--- src/rtl/serial_add_ctrl.sv ---
// serial_add_ctrl: bit-serial adder sequencer driving one external 1-bit
// full-adder cell. Operands are captured on an accepted start. They are then
// presented to the cell LSB first, one bit per clock. The carry is fed back
// through a register and the sum bits are assembled in a shift register.
// The WIDTH-bit result and the final carry are returned with a one-cycle done pulse.
module serial_add_ctrl #(
  parameter int WIDTH = 8
) (
  input  logic             clk,
  input  logic             rst,
  input  logic             start,
  input  logic [WIDTH-1:0] a,
  input  logic [WIDTH-1:0] b,
  input  logic             c_in,
  output logic             busy,
  output logic             done,
  output logic [WIDTH-1:0] sum,
  output logic             c_out,
  output logic             fa_a,
  output logic             fa_b,
  output logic             fa_c_in,
  input  logic             fa_sum,
  input  logic             fa_c_out
);

  // The counter only needs to reach WIDTH-1; the extra headroom keeps WIDTH=1 legal.
  localparam int CNT_W = $clog2(WIDTH + 1);
  localparam logic [CNT_W-1:0] LAST = CNT_W'(WIDTH - 1);

  typedef enum logic [1:0] {
    IDLE = 2'd0,
    RUN  = 2'd1,
    DONE = 2'd2
  } state_t;

  state_t           state_q;
  logic [WIDTH-1:0] a_sh_q;
  logic [WIDTH-1:0] b_sh_q;
  logic [WIDTH-1:0] sum_sh_q;
  logic [WIDTH-1:0] sum_sh_d;
  logic [WIDTH-1:0] sum_q;
  logic             cy_q;
  logic             c_out_q;
  logic             busy_q;
  logic             done_q;
  logic [CNT_W-1:0] cnt_q;

  // Next sum shift-register value: this cycle's cell sum bit enters at the MSB.
  always_comb begin
    sum_sh_d = WIDTH'({fa_sum, sum_sh_q} >> 1);
  end

  // Cell inputs come straight from the operand/carry registers, gated off outside RUN.
  assign fa_a    = (state_q == RUN) & a_sh_q[0];
  assign fa_b    = (state_q == RUN) & b_sh_q[0];
  assign fa_c_in = (state_q == RUN) & cy_q;

  assign busy  = busy_q;
  assign done  = done_q;
  assign sum   = sum_q;
  assign c_out = c_out_q;

  // Sequencer: capture on start, shift one bit per RUN cycle, publish the result on the last bit.
  always_ff @(posedge clk or posedge rst) begin
    if (rst) begin
      state_q  <= IDLE;
      a_sh_q   <= '0;
      b_sh_q   <= '0;
      sum_sh_q <= '0;
      sum_q    <= '0;
      cy_q     <= 1'b0;
      c_out_q  <= 1'b0;
      busy_q   <= 1'b0;
      done_q   <= 1'b0;
      cnt_q    <= '0;
    end else begin
      case (state_q)
        IDLE, DONE: begin
          done_q <= 1'b0;
          if (start) begin
            a_sh_q  <= a;
            b_sh_q  <= b;
            cy_q    <= c_in;
            cnt_q   <= '0;
            busy_q  <= 1'b1;
            state_q <= RUN;
          end else begin
            state_q <= IDLE;
          end
        end
        RUN: begin
          // start is deliberately ignored here; the captured operands stay untouched.
          sum_sh_q <= sum_sh_d;
          cy_q     <= fa_c_out;
          a_sh_q   <= a_sh_q >> 1;
          b_sh_q   <= b_sh_q >> 1;
          if (cnt_q == LAST) begin
            // Hold cnt at LAST so it never wraps.
            sum_q   <= sum_sh_d;
            c_out_q <= fa_c_out;
            busy_q  <= 1'b0;
            done_q  <= 1'b1;
            state_q <= DONE;
          end else begin
            cnt_q <= cnt_q + CNT_W'(1);
          end
        end
        default: begin
          busy_q  <= 1'b0;
          done_q  <= 1'b0;
          state_q <= IDLE;
        end
      endcase
    end
  end

endmodule

--- config.mk ---
export PLATFORM = sky130hd
export DESIGN_NAME = serial_add_ctrl
export DESIGN_NICKNAME = d
export VERILOG_FILES = /design/src/rtl/serial_add_ctrl.sv
export SDC_FILE = /design/constraint.sdc
export NUM_CORES = 1
export LEC_CHECK = 0
export BUFFER_PORTS_ARGS = -buffer_cell sky130_fd_sc_hd__buf_2
export CAP_MARGIN = 20
export CORE_MARGIN = 2
export CORE_UTILIZATION = 30
export CTS_CLUSTER_DIAMETER = 100
export DETAILED_ROUTE_END_ITERATION = 10
export PLACE_DENSITY = 0.45
export SLEW_MARGIN = 40
export SYNTH_ARGS = -nofsm -noshare
export SYNTH_HDL_FRONTEND = slang
export SYNTH_SLANG_ARGS = --single-unit
--- constraint.sdc ---
create_clock -name clk -period 2.26 [get_ports clk]
set_input_delay 0.339 -clock clk [delete_from_list [all_inputs] [get_ports clk]]
set_output_delay 0.339 -clock clk [all_outputs]
set_load 0.03 [all_outputs]
==> summary.md, run 1 <==
| Metric | Value |
|---|---|
| Global route total overflow | 0 |
| Crit Path Class | register to output pin |
| Register share of total power | 0.382 |
| Post-route minimum period | 1.77 ns |
| Overall Global Routing Usage | 0.129 |
| Sum Neg Setup Slack | 0 ns |
| Post-route clock skew | 0.0103 ns |
| Status | finished, final reports clean |
| Port bufs | 35 |
| Sw Ratio | 0.389 |
| Layout net count | 231 |
| Die Y-Extent | 79.9 um |
| Final-report hold violation count | 0 |
| Mapped Area | 1730 um2 |
| Initial antenna violation count | 0 |
| CP startpoint kind | register |
| Gr busiest metal | met2 |
| Sequence of cells on the critical path | and2b_1 > and2_1 > buf_2 |
| Yosys warnings | 0 |
| Syn nets | 194 |
| TritonRoute pass-1 iters | 4 |
| ANT nets after route | 0 |
| Top FF cell, synth | dfrtp_1 |
| Worst Path Arrival | 1.43 ns |
| Fraction of layout cells with a size suffix above 1 | 0.269 |
| Slew @ Worst Pin | 0.761 ns |
| # DRC | 0 |
| RSZ-0062 raised after global routing | no |
| I/O Pins | 36 |
| Count of final setup violators | 0 |
| R2r worst-path depth | 5 |
| P_int | 2010 uW |
| Global Route met3 Usage | 0.0452 |
| Final max-slew violation count | 0 |
| Reg2reg end | sum[5] |
| Die Area | 6390 um2 |
| CP required | 1.92 ns |
| Syn avg cell area | 10.1 um2 |
| PD cells | 1570 nW/um2 |
| DR vias | 1302 |
| Clk Latency, worst-skew pair | 0.29 ns |
| Fmax | 565 MHz |
| First-pass GRT wire length | 6200 um |
| Routed WL | 3750 um |
| Post-synthesis cell type count | 25 |
| M1 GR Usage | 0.165 |
| Post-synth EDFFs | 0 |
| CTS max path bufs | 2 |
| Via density per instance | 4.65 |
| CTS Buf Count | 5 |
| Largest net degree at the start of global routing | 41 |
| Diode count | 0 |
| Final period utilization | 0.783 |
| Area Growth Syn to Fin | 21.3% |
| Leakage | 0.00105 uW |
| DP Wirelength | 2620 um |
| Synth Register Bits | 40 |
| Initial DRC count | 44 |
| Worst Path Max Fanout | 8 |
| Core Region | 5540 um2 |
| Slowest-stage cell, CP | dfrtp_1 |
| Vias in the first global route | 1269 |
| Starting Density | 0.312 |
| Routing usage on met2 | 0.203 |
| TritonCTS sink count | 40 |
| Max_slew headroom | 0.493 |
| Crit-path max cell delay | 0.41 ns |
| Comb power frac | 0.412 |
| VDD IR max | 496 uV |
| TritonCTS clock tree | built |
| Sequential share of the synthesized area | 0.578 |
| Final setup margin | 0.491 ns |
| Routed len/inst | 13.4 um |
| Die width | 79.9 um |
| Post-CTS Resized | 0 |
| Post-synth ARST share | 1.00 |
| NetSw | 1280 uW |
| CTS clock-pin slew for the worst setup and hold paths | 0.08 ns |
| Clk network pwr share | 0.206 |
| RD Place Congestion | 0.799 |
| R2R Path Start | cnt_q[0] |
| Cells after synthesis | 171 |
| Row cnt | 27 |
| Final Total Pwr | 3290 uW |
| Dpl ws | 0.715 ns |
| Setup Buffers After CTS | 0 |
| # Max-Cap Violations | 0 |
| Hold buffers post-CTS | 0 |
| R2R Setup Slk | 0.73 ns |
| CTS root buf | clkbuf_8 |
| CP endpoint kind | output pin |
| H-tree levels | 2 |
| Hold crit path type | primary input to asynchronous set/reset pin |
-- how the worst max path moves through the flow --
stage | start | end | slack [ns] | cells after the start
after CTS | done | fa_a | 0.46 | 3
after global placement | done | sum[5] | 0.76 | 4
final | done | fa_c_in | 0.49 | 3
after detailed placement | cnt_q[0] | sum[5] | 0.72 | 5
after floorplan | done | fa_a | 0.65 | 3
after global routing | done | fa_a | 0.38 | 3
-- registers in the layout, indices dropped and copies added (netlist names) --
name,count
a_sh_q,8
b_sh_q,8
busy,1
c_out,1
cnt_q,4
cy_q,1
done,1
state_q,1
sum,8
sum_sh_q,7
-- critical path: cells and delay by family, from the launching register on --
family / cells / cell delay [ns]
buffers and inverters: 1 / 0.19
DFF: 1 / 0.41
and+or+nand+nor: 2 / 0.54
-- through the flow --
stage               hold WS (ns)  std cells  instance area, um2  utilization
finish                     0.162        280                2100        0.379
global route               0.230        280                2100        0.379
CTS                        0.179        280                2100        0.379
detailed placement         0.470        273                1970        0.355
global placement           0.467        273                1970        0.355
floorplan                  0.444        171                1730            -
-- cell families after synthesis --
logic type,synth area share
multiplexers,0.0875
AND/OR/NAND/NOR,0.202
adder cells (fa/ha/maj),0.00723
AO/OA/AOI/OAI,0.0817
buffers and inverters,0.0434
flip-flops,0.578
-- synthesized netlist by cell type (all sizes together), types with 2 or more instances --
cell     n  area [um2]
a22o     2        17.5
a31oi   15        93.8
and2     3        18.8
buf     10        63.8
dfrtp   40        1000
inv      3        11.3
mux2     9         131
mux2i    2        20.0
nand2   56         210
nand2b   2        12.5
nor2    19        73.8
-- power by group through the flow --
stage	Combinational [uW]	Sequential (uW)	Clock, uW
2_1_floorplan	907	1390	0
3_3_place_gp	1350	1260	0
3_5_place_dp	1380	1270	0
4_1_cts	1380	1260	701
5_1_grt	1510	1310	734
6_report	1360	1250	677
-- cell usage in the layout, fill, tap and decap left out, drive strengths merged --
master | Yosys | layout
ha | 1 | 1
a31o | 1 | 1
dfrtp | 40 | 40
mux2 | 9 | 9
or4 | 1 | 1
nand3 | 1 | 1
nor2 | 19 | 19
and2 | 3 | 3
clkbuf | 0 | 5
inv | 3 | 3
and2b | 1 | 1
nand3b | 1 | 1
a31oi | 15 | 15
bufinv | 0 | 2
nand2 | 56 | 56
o21ai | 1 | 1
buf | 10 | 40
nor2b | 1 | 1
mux2i | 2 | 2
a22o | 2 | 2
a311oi | 1 | 1
nand2b | 2 | 2
a211oi | 1 | 1
-- final cells by class --
type,count,area (um2)
Clock inverter,2,60.1
Clock buffer,5,68.8
Timing Repair Buffer,40,213
Tap cell,72,90.1
Multi-Input combinational cell,118,654
Inverter,3,11.3
Fill cell,584,3440
Sequential cell,40,1000
-- routing by layer --
metal,share of wire,vias to the layer above
met5,0,-
met4,0.013,0
met3,0.063,7
met2,0.47,36
met1,0.45,625
li1,-,634
Note: power is estimated with default switching activity, not from simulation.
==> run 2: changes to the inputs <==
- PLACE_DENSITY: 0.45 -> 0.47
- clock period: 2.26 -> 1.55 ns (I/O delays scaled with it)
==> run 2 against run 1 <==
  * Final area increased by 4.9%
  * Sequential share of layout area decreased by 2.2 points
  * Clock-buffer cell count increased by 1
  * Via count decreased by 1.1%
  * Flip-flop and latch count unchanged
  * Sequential power increased by 44%
  * Clock skew decreased by 0.0011 ns
  * Core utilization increased by 1.9 points
  * Largest power group unchanged
  * Highest routed layer unchanged
==> summary.md, run 2 (synthesized netlist as in run 1, its figures left out) <==
| Metric | Value |
|---|---|
| Status | finished, final reports clean |
| CTS root buf | clkbuf_8 |
| Commonest non-fill, non-tap cells in the layout | nand2_1, dfrtp_1, buf_2 |
| ANT nets after route | 0 (unchanged) |
| Leakage | 0.00110 uW (+5.2%) |
| Overall Global Routing Usage | 0.124 (-0.00473) |
| Count of final setup violators | 0 (unchanged) |
| Die Y-Extent | 79.9 um (unchanged) |
| Diode count | 0 (unchanged) |
| Die width | 79.9 um (unchanged) |
| Die Area | 6390 um2 (unchanged) |
| Hold slack | 0.0421 ns (-0.120 ns) |
| Final-report hold violation count | 0 (unchanged) |
| Hold buffers post-CTS | 0 (unchanged) |
| H-tree levels | 2 (unchanged) |
| Via density per instance | 4.46 (-4.2%) |
| Register share of total power | 0.366 (-0.016) |
| Fmax | 664 MHz |
| PD cells | 2230 nW/um2 (+43%) |
| Most common cell after layout, fill and taps aside | nand2_1 |
| Largest net degree at the start of global routing | 41 (unchanged) |
| Crit-path max cell delay | 0.38 ns (-0.03 ns) |
| CP startpoint kind | register |
| CP required | 1.32 ns (-0.60 ns) |
| Fin area | 2200 um2 (+4.9%) |
| Layout net count | 239 (+3.5%) |
| # DRC | 0 (unchanged) |
| Final max-slew violation count | 0 (unchanged) |
| Sequence of cells on the critical path | and2b_4 > and2_1 > buf_6 |
| Final period utilization | 0.972 |
| # Max-Cap Violations | 0 (unchanged) |
| RD Place Congestion | 0.678 (-15%) |
| NetSw | 1880 uW (+47%) |
| Final setup margin | 0.0430 ns (-0.448 ns) |
| RSZ-0062 raised after global routing | yes |
| Worst Path Arrival | 1.27 ns (-0.16 ns) |
| DP Area | 2040 um2 (+3.6%) |
| TritonCTS sink count | 40 (unchanged) |
| Starting Density | 0.312 (unchanged) |
| Util after Layout | 0.397 (+0.0187) |
| Worst Path Max Fanout | 6 (-2) |
| Port bufs | 35 (unchanged) |
| DR vias | 1288 (-1.1%) |
| First-pass GRT wire length | 6110 um (-1.5%) |
| Row cnt | 27 (unchanged) |
| Fillers | 567 (-2.9%) |
| Routed WL | 3480 um (-7.1%) |
| Dpl ws | 0.145 ns (-0.570 ns) |
| Post-route clock skew | 0.00920 ns (-0.00113 ns) |
| P_int | 3040 uW (+52%) |
| Initial antenna violation count | 0 (unchanged) |
| Comb power frac | 0.450 (+0.038) |
| Post-route minimum period | 1.51 ns |
| Initial DRC count | 43 (-2.3%) |
| DP Wirelength | 2460 um (-6.1%) |
| Routed len/inst | 12.0 um (-10%) |
| Hold crit path type | primary input to asynchronous set/reset pin |
| TritonRoute pass-1 iters | 4 (unchanged) |
| Slowest-stage cell, CP | dfrtp_1 |
| TritonCTS clock tree | built |
| CTS clock-pin slew for the worst setup and hold paths | 0.08 ns (about the same) |
| VDD IR max | 896 uV (+81%) |
| CTS max path bufs | 2 (unchanged) |
| CP endpoint kind | output pin |
| Sw Ratio | 0.381 (-0.00794) |
| Crit Path Class | register to output pin |
| Final Total Pwr | 4920 uW (+50%) |
| CTS Buf Count | 5 (unchanged) |
| Vias in the first global route | 1318 (+3.9%) |
| Clk Latency, worst-skew pair | 0.29 ns (about the same) |
| Core Region | 5540 um2 (unchanged) |
| Global route total overflow | 0 (unchanged) |
| I/O Pins | 36 (unchanged) |
| Area Growth Syn to Fin | 27.3% |
| Clk network pwr share | 0.184 (-0.022) |
| Slew @ Worst Pin | 0.508 ns (-0.253 ns) |
| Max_slew headroom | 0.661 (+0.169) |
| Fraction of layout cells with a size suffix above 1 | 0.313 (+0.0441) |
run 2: worst max-delay path: cells and delay by family (launching register included):
family,cells,cell delay [ns]
buf+inv,1,0.14
flops,1,0.38
simple gates,2,0.46
run 2: area by class of cell:
| class | count | area [um2] | area share |
|---|---|---|---|
| clock buffer | 6 | 82.6 | 0.0375 |
| clock inverter | 2 | 38.8 | 0.0176 |
| inverter | 3 | 11.3 | 0.00511 |
| multi-input combinational | 118 | 662 | 0.301 |
| sequential | 40 | 1000 | 0.455 |
| tap | 72 | 90.1 | 0.0409 |
| timing repair buffer | 48 | 317 | 0.144 |
run 2: power by group through the flow:
stage	Sequential [uW]	Clock, uW	Combinational (uW)
detailed placement	1820	0	2110
floorplan	2020	0	1320
finish	1800	908	2210
global route	1880	985	2490
global placement	1830	0	2090
CTS	1810	940	2190
run 2: worst paths after layout:
path | start | slack (ns) | cells past startpoint | endpoint
worst min register to register | sum_sh_q[1] | 0.48 | 2 | sum_sh_q[1]
min in group clk | fa_sum | 0.15 | 3 | sum_sh_q[7]
worst min-delay path | rst | 0.04 | 3 | sum[7]
max in group asynchronous | rst | 1.14 | 3 | a_sh_q[6]
worst max-delay path | done | 0.04 | 3 | fa_c_in
worst max register to register | done | 0.10 | 5 | sum[5]
run 2: routing by layer:
layer	wire, um	vias to the layer above	global-route usage
met5	0	-	0
met4	59	0	0.0508
met3	196	8	0.0351
met2	1500	31	0.188
met1	1720	595	0.167
li1	-	654	-
run 2: stage by stage:
step / cells / setup TNS [ns]
after floorplan: 171 / 0
after global placement: 279 / 0
after detailed placement: 279 / 0
after CTS: 289 / 0
after global routing: 289 / -0.00394
final: 289 / 0
run 2: what timing repair did:
item / in CTS / in global routing
buffers inserted: 2 / 0
resized for setup: 5 / 5
setup endpoints to repair: 3 / 3
